==> config.mk <==
export PLATFORM = sky130hd
export DESIGN_NAME = trick_lock_ctrl
export DESIGN_NICKNAME = d
export VERILOG_FILES = /design/src/rtl/trick_lock_pkg.sv /design/src/rtl/lock_timer.sv /design/src/rtl/trick_lock_ctrl.sv
export SDC_FILE = /design/constraint.sdc
export NUM_CORES = 1
export LEC_CHECK = 0
export ABC_AREA = 1
export CAP_MARGIN = 20
export CORE_MARGIN = 4
export CORE_UTILIZATION = 45
export CTS_BUF_LIST = sky130_fd_sc_hd__clkbuf_8
export CTS_CLUSTER_DIAMETER = 50
export DETAILED_ROUTE_END_ITERATION = 10
export GPL_TIMING_DRIVEN = 0
export PLACE_DENSITY = 0.65
export RECOVER_POWER = 25
export SETUP_SLACK_MARGIN = 0.4
export SKIP_CTS_REPAIR_TIMING = 1
export SYNTH_ARGS = -nofsm -noshare
export SYNTH_HDL_FRONTEND = slang
export SYNTH_HIERARCHICAL = 1
export SYNTH_SLANG_ARGS = --single-unit
export TNS_END_PERCENT = 50
==> constraint.sdc <==
create_clock -name clk -period 2.8 [get_ports clk]
set_input_delay 0.56 -clock clk [delete_from_list [all_inputs] [get_ports clk]]
set_output_delay 0.56 -clock clk [all_outputs]
set_load 0.01 [all_outputs]
==> src/rtl/trick_lock_pkg.sv <==
// Shared types and constants for the trick_lock_ctrl keypad lock.
// Digit 0 of any code lives in bits [3:0].
package trick_lock_pkg;

  localparam int DIGIT_W    = 4;
  localparam int NUM_DIGITS = 4;
  localparam int PW_W       = DIGIT_W * NUM_DIGITS;
  localparam int CNT_W      = 3;
  localparam int TIMER_W    = 16;

  typedef enum logic [2:0] {
    ST_IDLE  = 3'd0,
    ST_ENTRY = 3'd1,
    ST_CHECK = 3'd2,
    ST_OPEN  = 3'd3,
    ST_SETPW = 3'd4,
    ST_ALARM = 3'd5
  } state_e;

  function automatic logic [PW_W-1:0] put_digit(
    input logic [PW_W-1:0]    pw,
    input logic [1:0]         pos,
    input logic [DIGIT_W-1:0] d
  );
    logic [PW_W-1:0] r;
    r = pw;
    r[{pos, 2'b00} +: DIGIT_W] = d;
    return r;
  endfunction

endpackage

==> src/rtl/lock_timer.sv <==
// Loadable down-counter shared by the OPEN and ALARM holds.
// Saturates at zero; done is high whenever the count is zero.
module lock_timer
  import trick_lock_pkg::*;
#(
  parameter int W = TIMER_W
) (
  input  logic         clk,
  input  logic         rst_n,
  input  logic         load,
  input  logic [W-1:0] load_val,
  output logic         done
);

  logic [W-1:0] count_q;
  logic [W-1:0] count_d;

  always_comb begin
    count_d = count_q;
    if (load) begin
      count_d = load_val;
    end else if (count_q != '0) begin
      count_d = count_q - 1'b1;
    end
  end

  always_ff @(posedge clk or negedge rst_n) begin
    if (!rst_n) begin
      count_q <= '0;
    end else begin
      count_q <= count_d;
    end
  end

  assign done = (count_q == '0);

endmodule

==> src/rtl/trick_lock_ctrl.sv <==
// Keypad lock: 4-digit entry, check, timed open, password change
// and timed alarm after repeated failures.
module trick_lock_ctrl
  import trick_lock_pkg::*;
#(
  parameter logic [PW_W-1:0] DEF_PW    = 16'h1234,
  parameter int              MAX_ERR   = 3,
  parameter int              OPEN_CYC  = 32,
  parameter int              ALARM_CYC = 16
) (
  input  logic               clk,
  input  logic               reset,
  input  logic               key_valid,
  input  logic [DIGIT_W-1:0] key_value,
  input  logic               key_enter,
  input  logic               key_clear,
  input  logic               set_mode,
  output logic [1:0]         digit_sel,
  output logic [PW_W-1:0]    pw_entry,
  output logic               unlock,
  output logic               alarm,
  output logic [1:0]         err_cnt,
  output logic [2:0]         state
);

  localparam logic [1:0]         MAX_E    = 2'(MAX_ERR);
  localparam logic [CNT_W-1:0]   FULL     = CNT_W'(NUM_DIGITS);
  localparam logic [TIMER_W-1:0] OPEN_LD  = TIMER_W'(OPEN_CYC - 1);
  localparam logic [TIMER_W-1:0] ALARM_LD = TIMER_W'(ALARM_CYC - 1);

  state_e             state_q, state_d;
  logic [PW_W-1:0]    entry_q, entry_d;
  logic [PW_W-1:0]    pw_q, pw_d;
  logic [CNT_W-1:0]   cnt_q, cnt_d;
  logic [1:0]         err_q, err_d;
  logic               unlock_q, unlock_d;
  logic               alarm_q, alarm_d;

  logic               full;
  logic               match;
  logic [1:0]         err_inc;
  logic               do_clr;
  logic               do_ent;
  logic               do_dig;
  logic               tmr_load;
  logic [TIMER_W-1:0] tmr_val;
  logic               tmr_done;

  assign full    = (cnt_q == FULL);
  assign match   = full && (entry_q == pw_q);
  assign err_inc = err_q + 2'd1;

  // One-hot strobes: clear beats enter beats digit.
  assign do_clr = key_clear;
  assign do_ent = key_enter & ~key_clear;
  assign do_dig = key_valid & ~key_enter & ~key_clear
                & (key_value <= 4'd9) & ~full;

  always_comb begin
    state_d = state_q;
    entry_d = entry_q;
    pw_d    = pw_q;
    cnt_d   = cnt_q;
    err_d   = err_q;
    unique case (state_q)
      ST_IDLE, ST_ENTRY, ST_SETPW: begin
        unique case (1'b1)
          do_clr: begin
            entry_d = '0;
            cnt_d   = '0;
            if (state_q == ST_ENTRY) begin
              state_d = ST_IDLE;
            end
          end
          do_ent: begin
            if (state_q == ST_ENTRY) begin
              state_d = ST_CHECK;
            end else if (state_q == ST_SETPW) begin
              if (full) begin
                pw_d = entry_q;
              end
              entry_d = '0;
              cnt_d   = '0;
              state_d = ST_IDLE;
            end
          end
          do_dig: begin
            entry_d = put_digit(entry_q, cnt_q[1:0], key_value);
            cnt_d   = cnt_q + 1'b1;
            if (state_q == ST_IDLE) begin
              state_d = ST_ENTRY;
            end
          end
          default: ;
        endcase
      end
      ST_CHECK: begin
        entry_d = '0;
        cnt_d   = '0;
        if (match) begin
          err_d   = '0;
          state_d = ST_OPEN;
        end else begin
          err_d   = err_inc;
          state_d = (err_inc >= MAX_E) ? ST_ALARM : ST_IDLE;
        end
      end
      ST_OPEN: begin
        if (key_enter && set_mode) begin
          state_d = ST_SETPW;
        end else if (tmr_done) begin
          state_d = ST_IDLE;
        end
      end
      ST_ALARM: begin
        if (tmr_done) begin
          err_d   = '0;
          state_d = ST_IDLE;
        end
      end
      default: state_d = ST_IDLE;
    endcase
  end

  // Outputs are registered from the next state so they rise on entry.
  always_comb begin
    unlock_d = (state_d == ST_OPEN);
    alarm_d  = (state_d == ST_ALARM);
    tmr_load = (unlock_d && state_q != ST_OPEN)
             || (alarm_d && state_q != ST_ALARM);
    tmr_val  = alarm_d ? ALARM_LD : OPEN_LD;
  end

  always_ff @(posedge clk or negedge reset) begin
    if (!reset) begin
      state_q  <= ST_IDLE;
      entry_q  <= '0;
      pw_q     <= DEF_PW;
      cnt_q    <= '0;
      err_q    <= '0;
      unlock_q <= 1'b0;
      alarm_q  <= 1'b0;
    end else begin
      state_q  <= state_d;
      entry_q  <= entry_d;
      pw_q     <= pw_d;
      cnt_q    <= cnt_d;
      err_q    <= err_d;
      unlock_q <= unlock_d;
      alarm_q  <= alarm_d;
    end
  end

  lock_timer #(
    .W (TIMER_W)
  ) u_timer (
    .clk      (clk),
    .rst_n    (reset),
    .load     (tmr_load),
    .load_val (tmr_val),
    .done     (tmr_done)
  );

  assign digit_sel = full ? 2'd3 : cnt_q[1:0];
  assign pw_entry  = entry_q;
  assign unlock    = unlock_q;
  assign alarm     = alarm_q;
  assign err_cnt   = err_q;
  assign state     = state_q;

endmodule

# Yosys cells after proc, flatten, opt, wreduce, memory -nomap -nowiden
# Index checks and enable logic that the tools add are counted.
[word_totals]
inputBits = 10
output_inout_bits = 25
wordCells = 81
ff_bits = 58
[op_classes]
shift = 2
bitwise = 9
add_sub_neg = 4
n_lt_le_gt_ge = 2
eq_ne = 15
n_reduce_logical = 15
muxes = 26
[ops]
columns = ["operator", "count"]
rows = [
  ["2-to-1 mux 16 bit", 4],
  ["one-hot mux 16 bit (3 select lines)", 1],
  ["one-hot mux 16 bit (2 select lines)", 1],
  ["2-to-1 mux 3 bit", 10],
  ["one-hot mux 3 bit (3 select lines)", 2],
  ["bitwise mux 16 bit", 1],
  ["== test 16 bit", 1],
  ["zero test 16 bit", 1],
  ["nonzero test 16 bit", 1],
  ["variable shift 4 x 6 -> 16 bit (first input constant)", 1],
  ["indexed part select 4 x 6 -> 16 bit", 1],
  ["subtractor 16 x 1 -> 16 bit (second input constant)", 1],
  ["== test 3 bit (second input constant)", 4],
  ["one-hot mux 3 bit (4 select lines)", 1],
  ["== test 3 x 2 -> 1 bit (second input constant)", 3],
  ["inequality test 3 bit (second input constant)", 3],
  ["2-to-1 mux 2 bit", 3],
  ["negation 4 -> 6 bit", 1],
  ["one-hot mux 3 bit (2 select lines)", 1],
  ["nonzero test 2 bit", 3],
  ["bitwise AND 1 bit", 5],
  ["2-to-1 mux 5 bit", 1],
  ["AND reduction 5 bit", 1],
  ["<= comparator 4 bit (second input constant)", 1],
  ["15 further kinds", 21],
]

# Logic depth before layout (Yosys ltp)
[depth]
ltp_word = 11
depth_mapped = 16
ltp_nobuf = 16

# Cells and area by module
# Netlist, hierarchy kept.
[modules_own_cells]
columns = ["module", "instances", "cells_each", "area_per_inst_um2", "seq_area_each_um2"]
rows = [
  ["trick_lock_ctrl", 1, 323, 2526.2, 1057.3],
  ["lock_timer", 1, 167, 1184.9, 400.4],
]

# Worst setup path after synthesis
# OpenSTA, ideal clock, no wires.
[synth_path]
path_kind = "reg-to-reg"
start = "register cnt_q[0]"
end = "register u_timer.count_q[3]"
stages_incl_launch_ff = 15
setup_time_ns = 0.063
path_buffers = 2
path_slack_ns = 0.801
t_arrival_ns = 1.936
required_time_ns = 2.737
period_less_slack_ns = 1.999
cell_sequence = "dfrtp_1 > clkinv_1 > ha_1 > nand2_2 > a21oi_1 > nand3_1 > nor2_1 > nand2_1 > nand2_1 > nand2_1 > buf_2 > buf_2 > o21ai_0 > nand2_1 > inv_1"
[synth_via]
elab_chain_len = 9
elab_cells_between_ends = 14
cone_classes = "3 x eq/ne; 4 x mux; 2 x bitwise; 5 x reduce/logical"
[synth_rtl]
columns = ["element", "line_no", "source"]
rows = [
  ["from (decl)", "trick_lock_ctrl.sv:34", "logic [CNT_W-1:0] cnt_q, cnt_d;"],
  ["from (signal assigned)", "trick_lock_ctrl.sv:147", "cnt_q <= cnt_d;"],
  ["== test 3 bit *", "trick_lock_ctrl.sv:49", "assign full = (cnt_q == FULL);"],
  ["NOT 1 bit", "trick_lock_ctrl.sv:57", "& (key_value <= 4'd9) & ~full;"],
  ["bitwise AND 1 bit", "trick_lock_ctrl.sv:57", ""],
  ["one-hot mux 3 bit (3 select lines)", "trick_lock_ctrl.sv:67", "unique case (1'b1)"],
  ["one-hot mux 3 bit (4 select lines) *", "trick_lock_ctrl.sv:65", "unique case (state_q)"],
  ["== test 3 x 2 -> 1 bit / == test 3 bit (equally long branches)", "trick_lock_ctrl.sv:127, trick_lock_ctrl.sv:128", ""],
  ["logical AND 1 bit, on equally long branches", "trick_lock_ctrl.sv:129, trick_lock_ctrl.sv:130", ""],
  ["logical OR 1 bit *", "trick_lock_ctrl.sv:130", "|| (alarm_d && state_q != ST_ALARM);"],
  ["named net tmr_load", "trick_lock_ctrl.sv:45", "logic tmr_load;"],
  ["2-to-1 mux 16 bit / nonzero test 2 bit (equally long branches)", "-", ""],
  ["to (signal assigned)", "lock_timer.sv:31", "count_q <= count_d;"],
  ["to (decl)", "lock_timer.sv:15", "logic [W-1:0] count_q;"],
]
# Mark *: on every way through the listed nets, which the timed path passes. The rest lies on a longest branch.
# A chain may end at the register's enable or synchronous reset.

# Worst setup path in the final report
[layout_path]
start = "register cnt_q[0]"
end = "output port digit_sel[0]"
[layout_via]
elab_chain_len = 2
[layout_rtl]
columns = ["element", "line_no", "source"]
rows = [
  ["== test 3 bit", "trick_lock_ctrl.sv:49", ""],
  ["2-to-1 mux 2 bit *", "trick_lock_ctrl.sv:164", "assign digit_sel = full ? 2'd3 : cnt_q[1:0];"],
  ["to (decl)", "trick_lock_ctrl.sv:18", "output logic [1:0] digit_sel,"],
]
# Every way passes the cells marked *; elsewhere a longest branch is shown, timed or not.

==> metrics.cfg <==
[status]
status=completed

[drt]
routedWlPerCell_um=12.92
wirelength_mm=8.515
post-route-drc-count=0
drt_pre_antenna_iters=4
drt_iter0_drc=124
vias=3174
detail-route-antenna-nets=0
viasPerCell=4.816

[cells_and_area]
fin_nets=569
area_growth_pct=21.65
final_cell_mix=nand2_1 (157), inv_1 (57), dfrtp_1 (52), nor2_1 (44), clkdlybuf4s50_1 (33)
fin_area_mm2=0.004514
layout.cells.most_common=nand2_1
antenna_cells=0
layout.cells.non_filler=659
drive_gt1_frac=0.1706

[power_and_ir_drop]
p_clk_frac=0.302
p_comb_frac=0.295
p_leak_nw=2.174
switching_share=0.3382
p_int_mw=1.745
net-switching-power_mw=0.8917
peakVddDrop_mv=0.3967
p_per_area_mw_per_mm2=584.1
p_seq_frac=0.403

[sta]
totalNegativeSetupSlack_ns=0
fin_crit_ns=2.322
skew_ns=0.006836
hold_viol=0
finalMaxSlewViolations=0
fin_crit_sh=0.8292
setup_viol=0
whs_ns=0.3903
tightest_slew_ns=1.067
fmaxAchievable_mhz=430.7
rsz0062_at_grt=true
slew_headroom=0.2884

[cts]
cts_root_buffer=clkbuf_8
clk_pin_slew_worst_paths_ns=0.07
cts.sink_count=58
h-tree-depth=3
cts-buffers-inserted=9
clkLatencyLatePin_ns=0.34
ctsLongestPathBuffers=2
cts_tree=done

[floorplanning]
die_x_um=98.81
fp-row-count=32
die_h_um=98.81
start_util=0.4705
core_mm2=0.007888
io_pins=35
fp.dieArea_mm2=0.009763

[worst_setup_path]
end_kind=primary output
crit_type=reg2out
critPathSlowestCell=clkdlybuf4s50_1
worstPathArrival_ns=1.76
critPathMaxStageDelay_ns=0.53
path_cells=clkinvlp_4 > ha_4 > nand2_4 > nand2_1 > clkdlybuf4s50_1
cp.required_ns=2.24
startpoint_type=register
critPathTopFamily=buffers and inverters
cp_num_buf_inv=2
worstPathMaxFanout=5

[synth]
synth_fa_ha_area_frac=0.02023
synth_top_family_by_area=simple AND/OR/NAND/NOR gates
synth_compound_area_frac=0.1015
syn_area_mm2=0.003711
async_flop_share=1.000
synthSimpleGateAreaFrac=0.3655
synth_xor_area_frac=0.02596
synth_edf_count=0
synth_ff_type=dfrtp_1
muxShareOfSynthArea=0.009103
synth-seq-area-share=0.3928
synthCells=490
syn_avg_cell_area_um2=7.574
ys.warnings.count=6
yosys.cell_types.count=42
synth-seq-cells=58

[global_route]
grt_usage=0.1840
grt_pass1_wl_mm=14.29
grt_pass1_vias=3050
grt_overflow_total=0
antenna_found_initial=0
grt_max_degree=40

[placed_design]
dpl.hpwl_mm=6.495
place_congestion=0.8310
dp_cells=640
io_buffers=34
dpl_cell_area_mm2=0.004243

[min_path]
min_path_type=in2async

[flow_run]
maxCapViolCount=0

==> per-layer routing <==
metal	track usage	vias to the layer above	wire [µm]	share of wire
met5	0	-	0	0
met4	0.06303	0	94	0.011
met3	0.03397	6	238	0.028
met2	0.2820	44	3876	0.46
met1	0.2614	1462	4305	0.51
li1	-	1662	-	-
==> flip-flops by register name, indices dropped and copies added, names as in the netlist <==
register,count
pw_entry,16
pw_q,16
u_timer/count_q,16
cnt_q,3
state,3
err_cnt,2
alarm,1
unlock,1
==> through the flow <==
step | utilization | power [mW] | worst slack (ns)
finish | 0.5723 | 2.637 | 0.4781
global route | 0.5723 | 2.818 | 0.3605
CTS | 0.5638 | 2.588 | 0.1501
detailed placement | 0.5379 | 1.777 | 0.3043
global placement | 0.5360 | 1.754 | -0.7408
floorplan | - | 1.571 | 0.8012
==> Yosys cell counts (2+ instances only) <==
master,count,area share
o21ai_4,2,0.0088
nor2_8,2,0.011
o21ai_0,23,0.031
nand2_4,4,0.012
dfstp_2,5,0.035
xnor2_1,3,0.0071
nand2_1,158,0.16
nor2_4,6,0.018
dfrtp_1,53,0.36
nand3_4,2,0.0094
o21ai_1,9,0.012
nand4_1,12,0.020
nand3_2,2,0.0054
buf_6,2,0.0061
conb_1,2,0.0020
ha_1,6,0.020
inv_1,58,0.059
nand3_1,25,0.034
nor3_1,4,0.0054
or2_2,2,0.0034
nor2_2,6,0.010
buf_2,4,0.0054
nand3b_1,4,0.0081
xor2_1,8,0.019
o21ai_2,11,0.026
inv_2,2,0.0020
nor2_1,46,0.047
nor3b_1,2,0.0040
nand2_2,6,0.010
inv_4,2,0.0034
mux2_1,3,0.0091
a21oi_1,4,0.0054
o21bai_2,3,0.0091
==> path summary, 6_finish.rpt <==
check	slack, ns	cells after the start	to	start
max	0.48	5	digit_sel[0]	cnt_q[0]
min	0.39	1	pw_q[8]	reset
max reg2reg	0.56	14	u_timer/count_q[3]	cnt_q[0]
min reg2reg	0.49	2	pw_q[2]	pw_q[2]
max in group asynchronous	0.88	2	pw_q[11]	reset
min in group clk	0.49	2	pw_q[2]	pw_q[2]
==> power by group through the flow <==
stage	logic (mW)	clock network (mW)	registers, mW
final	0.778	0.796	1.06
after global routing	0.878	0.862	1.08
after CTS	0.715	0.820	1.05
after detailed placement	0.711	0	1.07
after global placement	0.690	0	1.06
after floorplan	0.521	0	1.05
==> cell type report <==
class                      count  area (µm²)
sequential                    58        1459
multi-input combinational    374        2041
buffer                         8       68.82
clock inverter                 3       38.79
timing repair buffer          39       369.1
clock buffer                  12       165.2
tap                          102       127.6
fill                         733        3373
inverter                      63       245.2
==> logic make-up after synthesis <==
family,after synthesis
other,2
AOI/OAI and AO/OA,56
muxes,3
buffers and inverters,71
DFF,58
and+or+nand+nor,283
xor gates and xnor gates,11
adders and majority gates,6
No activity file was read; power rests on OpenSTA's default activity.
